===== config.mk =====
export PLATFORM = sky130hd
export DESIGN_NAME = dev_intr_ctrl
export DESIGN_NICKNAME = d
export VERILOG_FILES = /design/src/rtl/dev_intr_ctrl.sv
export SDC_FILE = /design/constraint.sdc
export NUM_CORES = 1
export LEC_CHECK = 0
export CAP_MARGIN = 20
export CORE_UTILIZATION = 38
export CTS_CLUSTER_SIZE = 16
export DETAILED_ROUTE_END_ITERATION = 10
export GPL_TIMING_DRIVEN = 1
export PLACE_DENSITY = 0.73
export SYNTH_ARGS = -nofsm -noshare
export SYNTH_HDL_FRONTEND = slang
export SYNTH_SLANG_ARGS = --single-unit

===== constraint.sdc =====
create_clock -name clk -period 1.6 [get_ports clk]
set_input_delay 0.32 -clock clk [delete_from_list [all_inputs] [get_ports clk]]
set_output_delay 0.32 -clock clk [all_outputs]
set_load 0.03 [all_outputs]

===== src/rtl/dev_intr_ctrl.sv =====
// dev_intr_ctrl: N-channel Unibus interrupt controller with per-channel handshake FSMs
// and a shared vector arbiter (fixed or round-robin priority).
module dev_intr_ctrl #(
    parameter int         NCH   = 2,
    parameter logic [8:0] VBASE = 9'o300,
    parameter int         VSTEP = 4,
    parameter int         RR    = 0,
    localparam int        SW    = $clog2(NCH)
) (
    input  logic           clk,
    input  logic           rst,
    input  logic           clr,
    input  logic           vectREAD,
    input  logic [NCH-1:0] chIE,
    input  logic [NCH-1:0] chSET,
    input  logic [NCH-1:0] chDONE,
    output logic [NCH-1:0] chINTR,
    output logic           intr,
    output logic [8:0]     vector,
    output logic           vld,
    output logic [SW-1:0]  sel
);
    typedef enum logic [1:0] {C_IDLE, C_ACT, C_WAIT, C_DONE} ch_t;
    typedef enum logic [1:0] {A_IDLE, A_VREAD, A_VCLR, A_GRANT} arb_t;

    ch_t           ch_q [NCH];
    ch_t           ch_d [NCH];
    arb_t          arb_q, arb_d;
    logic [SW-1:0] sel_q, sel_d, ptr_q, ptr_d, base, cand;
    logic          vld_q, vld_d, better;
    logic [8:0]    vec_q, vec_d;
    logic [NCH-1:0] act, chclr;

    function automatic logic [SW-1:0] wrap(input int v);
        return SW'(v >= NCH ? v - NCH : v);
    endfunction

    // distance from the head of the priority order; smaller wins
    function automatic logic [SW-1:0] rank(input logic [SW-1:0] x, input logic [SW-1:0] b);
        return wrap(int'(x) + NCH - int'(b));
    endfunction

    for (genvar i = 0; i < NCH; i++) begin : g_ch
        assign act[i]    = ch_q[i] == C_ACT;
        assign chINTR[i] = act[i] & chIE[i];
        assign chclr[i]  = arb_q == A_GRANT && sel_q == SW'(i);
    end

    assign intr   = |chINTR;
    assign base   = RR != 0 ? ptr_q : '0;
    assign better = rank(cand, base) < rank(sel_q, base);
    assign vld    = vld_q;
    assign sel    = sel_q;
    assign vector = vec_q;

    always_comb begin
        cand = base;
        for (int k = NCH - 1; k >= 0; k--)
            if (chINTR[wrap(int'(base) + k)]) cand = wrap(int'(base) + k);
    end

    always_comb begin
        for (int i = 0; i < NCH; i++) begin
            ch_d[i] = ch_q[i];
            case (ch_q[i])
                C_IDLE:  if (chSET[i] && chIE[i]) ch_d[i] = C_ACT;
                C_ACT:   if (chclr[i]) ch_d[i] = C_WAIT;
                C_WAIT:  if (chDONE[i]) ch_d[i] = C_DONE;
                default: if (!chDONE[i]) ch_d[i] = C_IDLE;
            endcase
        end
    end

    always_comb begin
        arb_d = arb_q;
        sel_d = sel_q;
        vld_d = vld_q;
        ptr_d = ptr_q;
        case (arb_q)
            A_IDLE: if (|act) begin
                arb_d = A_VREAD;
                vld_d = 1'b0;
            end
            A_VREAD: begin
                if ((!vld_q || better) && intr) begin
                    sel_d = cand;
                    vld_d = 1'b1;
                end
                if (vectREAD) arb_d = A_VCLR;
            end
            A_VCLR: if (!vectREAD) arb_d = vld_q ? A_GRANT : A_IDLE;
            default: begin
                if (RR != 0) ptr_d = wrap(int'(sel_q) + 1);
                arb_d = A_IDLE;
            end
        endcase
        vec_d = 9'(int'(VBASE) + int'(sel_d) * VSTEP);
    end

    always_ff @(posedge clk) begin
        if (rst || clr) begin
            for (int i = 0; i < NCH; i++) ch_q[i] <= C_IDLE;
            arb_q <= A_IDLE;
            sel_q <= '0;
            vld_q <= 1'b0;
            ptr_q <= '0;
            vec_q <= VBASE;
        end else begin
            ch_q  <= ch_d;
            arb_q <= arb_d;
            sel_q <= sel_d;
            vld_q <= vld_d;
            ptr_q <= ptr_d;
            vec_q <= vec_d;
        end
    end
endmodule


==> metrics, run 1 <==
status=completed; CP Capture Type=flip-flop; via/cell ratio=5.06; WL met3=67 um; die width=42.2 um; Final ANT Viol Nets=0; synthesized area=613 um^2; fin. max-slew vios=0; compound-cell area share of the yosys netlist=20.4%; final hold viol count=0; WL/cell=10.6 um; Ant. Diodes=0; fillers=159; Yosys reg bits=8; grt total ovfl=0; # rows=14; WHS=477 ps; r2r startpoint=ch_q[2]; cells after synthesis=79; clock slew seen by the registers of the worst setup and hold paths=60 ps; post-synthesis adder-cell area fraction=12.2%; worst min path class=flip-flop to flip-flop; DR vias=562; P_leak=0.359 nW; largest family of logic cells by synthesized area=compound AO/OA/AOI/OAI gates; RSZ-0062 raised after global routing=true; buffer levels on the longest clock path=2; Post CTS Setup Buffer Count=0; global-route wire length before repair=2.10 mm; worst reg-to-reg setup slack=50 ps; root buf cell=clkbuf_4; mux cell area share after synthesis=1.63%; Tmin final=1550 ps; Mean Syn Cell Area=7.76 um^2; pwr dens=643 nW/um^2; Post-Synth XOR/XNOR Area=0%; CP Max Fanout=3; worst vdd ir=0.000379 V; Worst Skew=3.70 ps; Top Ports=24; clk_lat worst skew=260 ps; Pwr Total=509 uW; pre-CTS setup slack=-86.2 ps; CORE AREA=1510 um^2; CTS tree=built; Critical Path End=ch_q[3]; crit-path cells=inv_1 > ha_2 > or4_4 > a21o_1 > a21oi_1; Worst EP required=1780 ps; Die Span Y=42.2 um; fin nets=113; fin worst setup slack=49.7 ps; met2 WL=592 um; uppermost layer routed=met3; H-tree levels=1; total CTS buffers=3; Slowest cell on crit path=or4_4; sequential share of the synthesized area=26.1%; Cell variety after synth=26; RR Endpoint=ch_q[3]; Max Cap Viol=0; Area Growth Syn to Fin=29.2%; cell count of the worst reg-to-reg path=5; met1 wire length=519 um; RD Place Congestion=0.731; commonest non-fill, non-tap cell in the layout=clkdlybuf4s50_1; endpoints failing setup=0; Yosys warning count=0; routed wire length=1.18 mm; 1st-iter DRT viols=18; Setup crit start kind=flip-flop; CP peak stage delay=550 ps; vias in the first global route=531; CP startpoint=ch_q[2]; GRT Resource Usage Total=15.2%; DP HPWL=866 um; fin util=52.6%; hold_buf cts=0; # DRC=0; most frequent cells in the layout=clkdlybuf4s50_1 (9), conb_1 (8), inv_1 (7), nand2_1 (7), nor2_1 (7); fmax=645 MHz; Initial Utilization=40.7%; area share of and/or/nand/nor cells after synthesis=19.4%; Crit Path Category=flip-flop to flip-flop; clk sinks=8; largest net degree at the start of global routing=10; number of port buffers=15; Worst EP arrival=1730 ps; initial antenna violation count=0; drt pass-1 iters=4; fin crit share=96.9%; die area=1780 um^2; layout cells sized above 1=25.3%
==> layer usage <==
layer	vias to the layer above	track usage, %
li1	285	-
met1	258	17.9
met2	19	25.8
met3	0	5.17
met4	0	5.00
met5	-	0
==> worst min-delay path by stage <==
stage / from / end / slack, ps / cells past startpoint
floorplan: ch_q[1] / ch_q[1] / 450 / 2
global placement: ch_q[1] / ch_q[1] / 460 / 2
detailed placement: ch_q[1] / ch_q[1] / 490 / 2
CTS: ch_q[1] / ch_q[1] / 490 / 2
global route: ch_q[1] / ch_q[1] / 520 / 2
finish: ch_q[1] / ch_q[1] / 480 / 2
==> cell usage after synthesis (all sizes together) <==
cell type	instances	area, um^2
or4	1	11.3
o41a	1	12.5
a211oi	1	7.51
o21ai	2	10.0
a21oi	5	25.0
nor3	2	10.0
nand2	9	33.8
nand3	2	10.0
a21o	1	7.51
nand2b	1	6.26
nor2	7	26.3
inv	8	30.0
o221a	1	11.3
a222oi	2	20.0
a211o	1	8.76
nor3b	1	7.51
dfxtp	8	160
o31ai	1	7.51
or2	1	6.26
nand3b	1	7.51
mux2i	1	10.0
buf	11	82.6
clkbuf	1	3.75
conb	2	7.51
ha	6	75.1
o211ai	2	15.0
==> flip-flops by register name, indices dropped and copies added, names as in the netlist <==
name	count
sel	1
arb_q	2
ch_q	4
vld	1
==> stage by stage <==
step | instance area (um^2) | std cells | TNS (ps)
2_1_floorplan | 636 | 85 | 0
3_3_place_gp | 742 | 108 | -142
3_5_place_dp | 742 | 108 | -243
4_1_cts | 776 | 111 | 0
5_1_grt | 792 | 111 | -3.52
6_report | 792 | 111 | 0
==> worst max-delay path: cells and delay by family (launching register included) <==
family                   cells  cell delay, ps
flip-flops                   1             330
AO/OA/AOI/OAI                2             330
AND/OR/NAND/NOR              1             550
adder cells (fa/ha/maj)      1             200
buffers and inverters        1              70
==> cell type report <==
type | instances | area, um^2 | area share, %
repair buffers | 19 | 176 | 22.3
well taps | 16 | 20.0 | 2.53
clock buffers | 3 | 22.5 | 2.84
multi-input cells | 57 | 379 | 47.9
flip-flops and latches | 8 | 164 | 20.7
inverters | 8 | 30.0 | 3.79
==> kinds of logic (layout without fill, tap and decap cells) <==
logic type | count (synthesis) | in the layout
buffers and inverters | 20 | 30
AOI/OAI and AO/OA | 17 | 17
adders and majority gates | 6 | 6
muxes | 1 | 1
and+or+nand+nor | 25 | 25
other | 2 | 8
DFF | 8 | 8
==> where the power goes <==
group | switching [mW] | total [mW] | internal, mW
clock network | 0.0763 | 0.163 | 0.0864
logic | 0.0779 | 0.138 | 0.0598
registers | 0.00409 | 0.209 | 0.205
==> what timing repair did <==
action | CTS | global route
cloned | 0 | 0
pin swaps | 0 | 2
gates resized for setup | 8 | 8
endpoints found under the setup margin | 6 | 6
(Power assumes the default switching activity.)
==> inputs of run 2 (changes only) <==
CORE_UTILIZATION = 42   (was 38)
PLACE_DENSITY = 0.77   (was 0.73)
clock period = 1.7 ns   (was 1.6 ns; I/O delays follow)
==> run 2 against run 1 <==
Net effect: sequential cell count did not move; critical path depth stayed put; clock power is 6% lower; power shrank 8.0%; largest power group unchanged.
==> metrics, run 2 (synthesis gave the netlist of run 1 again) <==
# DRC=0; Max Cap Viol=0; FF/Latch Area=160 um^2; internal power=323 uW; GR Layer Usage met2=30.6%; Final ANT Viol Nets=0; DR vias=562; RSZ-0062 raised after global routing=false; Tmin final=1620 ps; final hold viol count=0; drt pass-1 iters=4; Pwr Total=468 uW; grt met3 use=6.67%; CP Max Fanout=5; fin crit share=95.4%; Clock Power Share=33.0%; pre-CTS setup slack=-1.61 ps; hold_buf cts=0; clk sinks=8; routed wire length=1.12 mm; switching power=146 uW; Worst EP arrival=1280 ps; buffer levels on the longest clock path=2; Top Registers=ch_q x4, arb_q x2; Final Cell Area=743 um^2; Sequential Power Share=42.0%; Comb power frac=25.0%; fmax=617 MHz; H-tree levels=1; Reg with most FFs=ch_q; most frequent cells in the layout=nand2_1 (9), clkdlybuf4s50_1 (9), inv_1 (8), conb_1 (8), dfxtp_1 (8); dpl cells=104; Initial Utilization=46.0%; initial antenna violation count=0; clk_lat worst skew=260 ps; number of port buffers=15; Crit Path Category=flip-flop to primary output; status=completed; clock slew seen by the registers of the worst setup and hold paths=60 ps; sw frac=31.1%; Setup crit start kind=flip-flop; GR peak layer=met2; largest net degree at the start of global routing=10; CTS tree=built; 1st-iter DRT viols=14; Ant. Diodes=0; fin worst setup slack=78.0 ps; # rows=13; Die Span Y=40.2 um; total CTS buffers=3; Worst EP required=1360 ps; CORE AREA=1330 um^2; fin util=55.7%; root buf cell=clkbuf_4; WHS=481 ps; fillers=129; GRT met1 Usage=18.7%; endpoints failing setup=0; WL/cell=10.5 um; P_leak=0.348 nW; global-route wire length before repair=1.81 mm; layout cells sized above 1=13.0%; worst vdd ir=0.000268 V; CP Capture Type=primary output; worst min path class=flip-flop to flip-flop; die area=1620 um^2; DP Area=718 um^2; post-route insts no fill=107; Top Ports=24; area occupied by multi-input gates=362 um^2; fin. max-slew vios=0; Area Growth Syn to Fin=21.2%; Largest register FFs=4; DP HPWL=884 um; via/cell ratio=5.25; RD Place Congestion=0.787; vias in the first global route=481; GRT Resource Usage Total=17.2%; fin nets=110; grt total ovfl=0; Worst Skew=5.77 ps; die width=40.2 um; setup TNS=0 ps; pwr dens=630 nW/um^2
==> run 2: cell types whose count changed in the layout (fill, tap and decap cells not counted), moves of 2 or more <==
cell and change:
buf_6 -2, nand2_1 +2, dfxtp_2 -3, dfxtp_1 +3, ha_1 +3, ha_2 -3
==> run 2: worst max-delay path, cell delays in order, from the launching register on <==
cell     delay [ps]
dfxtp_1         350
inv_1            70
ha_1            240
nand2_1         140
nand2_1          60
buf_4           160
==> run 2: power groups by stage <==
stage | logic, mW | registers [mW] | clock network (mW)
global route | 0.129 | 0.198 | 0.172
global placement | 0.115 | 0.201 | 0
finish | 0.117 | 0.197 | 0.154
detailed placement | 0.117 | 0.201 | 0
floorplan | 0.0953 | 0.198 | 0
CTS | 0.117 | 0.197 | 0.156
==> run 2: worst paths after layout <==
| check | from | endpoint | slack, ps | cells after the start |
|---|---|---|---|---|
| max | ch_q[1] | intr | 80 | 5 |
| min reg2reg | ch_q[1] | ch_q[1] | 480 | 2 |
| max reg2reg | ch_q[2] | ch_q[2] | 90 | 5 |
| min | ch_q[1] | ch_q[1] | 480 | 2 |
==> run 2: cell type report <==
cell class,instances,area share [%]
clock buffer,3,3.03
inverter,8,4.04
multi-input combinational,57,48.7
sequential,8,21.5
tap,15,2.53
timing repair buffer,16,20.2
==> run 2: repair_timing <==
item,CTS,global route
gates resized for setup,2,2
setup buffers,0,0
endpoints found under the setup margin,2,3
==> run 2: metal layers <==
layer | vias to the layer above | part of all wire, %
li1 | 278 | -
met1 | 264 | 48
met2 | 20 | 47
met3 | 0 | 5.4
met4 | 0 | 0
met5 | - | 0
==> inputs of run 3 (changes only) <==
CAP_MARGIN = default   (was 20)
CORE_UTILIZATION = 33   (was 42)
PLACE_DENSITY = 0.62   (was 0.77)
RECOVER_POWER = 100   (was default)
==> run 3 against run 2 <==
Net effect: power down 0.40%; clock skew is 3.8 ps lower; via count decreased by 0.71%; sequential power about the same; fmax about the same; cell count grew 11%; routed wire length up 4.6%; sequential cell count did not move; core utilization decreased by 12 points; critical path depth grew 1; count of clock-buffer cells in the layout unchanged; critical path type unchanged; critical endpoint unchanged; largest power group unchanged.
==> metrics, run 3 (synthesis gave the netlist of run 1 again) <==
CTS tree=built; Die Span Y=45.1 um; clk_lat worst skew=250 ps; grt total ovfl=0; largest net degree at the start of global routing=10; Crit Path Category=flip-flop to primary output; die width=45.1 um; 1st-iter DRT viols=16; DP Area=746 um^2; RSZ-0062 raised after global routing=false; GRT met1 Usage=14.6%; CP Max Fanout=4; pwr dens=611 nW/um^2; Worst EP required=1360 ps; DR vias=558; Worst Skew=2.01 ps; hold_buf cts=0; vias in the first global route=483; CP Capture Type=primary output; FF/Latch Area=161 um^2; fin. max-slew vios=0; commonest non-fill, non-tap cell in the layout=clkdlybuf4s50_1; most frequent cells in the layout=clkdlybuf4s50_1 (9), inv_1 (8), conb_1 (8); Final ANT Viol Nets=0; Final Cell Area=763 um^2; Worst EP arrival=1280 ps; Initial Utilization=35.5%; Area Growth Syn to Fin=24.5%; Top Ports=24; # DRC=0; H-tree levels=1; WL/cell=9.84 um; root buf cell=clkbuf_4; final hold viol count=0; Top Registers=ch_q x4, arb_q x2; drt pass-1 iters=6; # rows=15; CORE AREA=1730 um^2; endpoints failing setup=0; fin nets=112; Max Cap Viol=0; worst min path class=flip-flop to flip-flop; buffer levels on the longest clock path=2; fmax=617 MHz; DP HPWL=928 um; status=completed; Ant. Diodes=0; Tmin final=1620 ps; Setup crit start kind=flip-flop; die area=2030 um^2; total CTS buffers=3; via/cell ratio=4.69; worst vdd ir=0.000536 V; clk sinks=8; number of port buffers=15; layout cells sized above 1=16.0%; routed wire length=1.17 mm; global-route wire length before repair=1.88 mm; GRT Resource Usage Total=13.0%; initial antenna violation count=0; grt met3 use=6.00%; GR Layer Usage met2=22.0%; GR peak layer=met2; P_leak=0.341 nW; clock slew seen by the registers of the worst setup and hold paths=60 ps; Pwr Total=466 uW; area occupied by multi-input gates=369 um^2; Reg with most FFs=ch_q; fin crit share=95.4%; fillers=199; Largest register FFs=4; RD Place Congestion=0.674
## run 3: cell type report
| class | instances | area share, % |
|---|---|---|
| Multi-Input combinational cell | 57 | 48.4 |
| Sequential cell | 8 | 21.1 |
| Timing Repair Buffer | 18 | 19.5 |
| Tap cell | 25 | 4.10 |
| Inverter | 8 | 3.93 |
| Clock buffer | 3 | 2.95 |
## run 3: per-layer routing
layer,up-vias,share of wire (%)
met3,0,6.8
met1,253,44
li1,284,-
met5,-,0
met2,21,49
met4,0,0
## run 3: final timing paths
check           from       to  slack (ps)  cells past startpoint
max          ch_q[3]     intr          80                      6
min          ch_q[1]  ch_q[1]         500                      2
max reg2reg  ch_q[2]  ch_q[2]         100                      5
min reg2reg  ch_q[1]  ch_q[1]         500                      2
## run 3: metrics by stage
stage	util [%]	instances	setup TNS (ps)	hold WS, ps	setup WS [ps]
2_1_floorplan	-	85	0	451	185
3_3_place_gp	43.2	116	0	466	30.2
3_5_place_dp	43.2	116	-19.1	490	-19.1
4_1_cts	44.6	119	0	498	24.5
5_1_grt	44.2	119	0	531	8.54
6_report	44.2	119	0	497	78.8
## run 3: power breakdown
| part | total [mW] | internal, mW | switching [mW] |
|---|---|---|---|
| combinational | 0.122 | 0.0503 | 0.0715 |
| sequential | 0.197 | 0.192 | 0.00453 |
| clock | 0.148 | 0.0809 | 0.0666 |
| total | 0.466 | 0.324 | 0.143 |
## run 3: critical path, cell delays in order (launching register included)
cell     delay, ps
dfxtp_2        320
inv_1           60
ha_1           200
buf_4          160
nand2_4         70
nand2_1         50
buf_4          160
## run 3: what timing repair did
item / in CTS / in global routing
gates resized for setup: 2 / 5
pin swaps: 0 / 0
hold endpoints to repair: 0 / 0
endpoints found under the setup margin: 3 / 4
setup buffers: 0 / 0
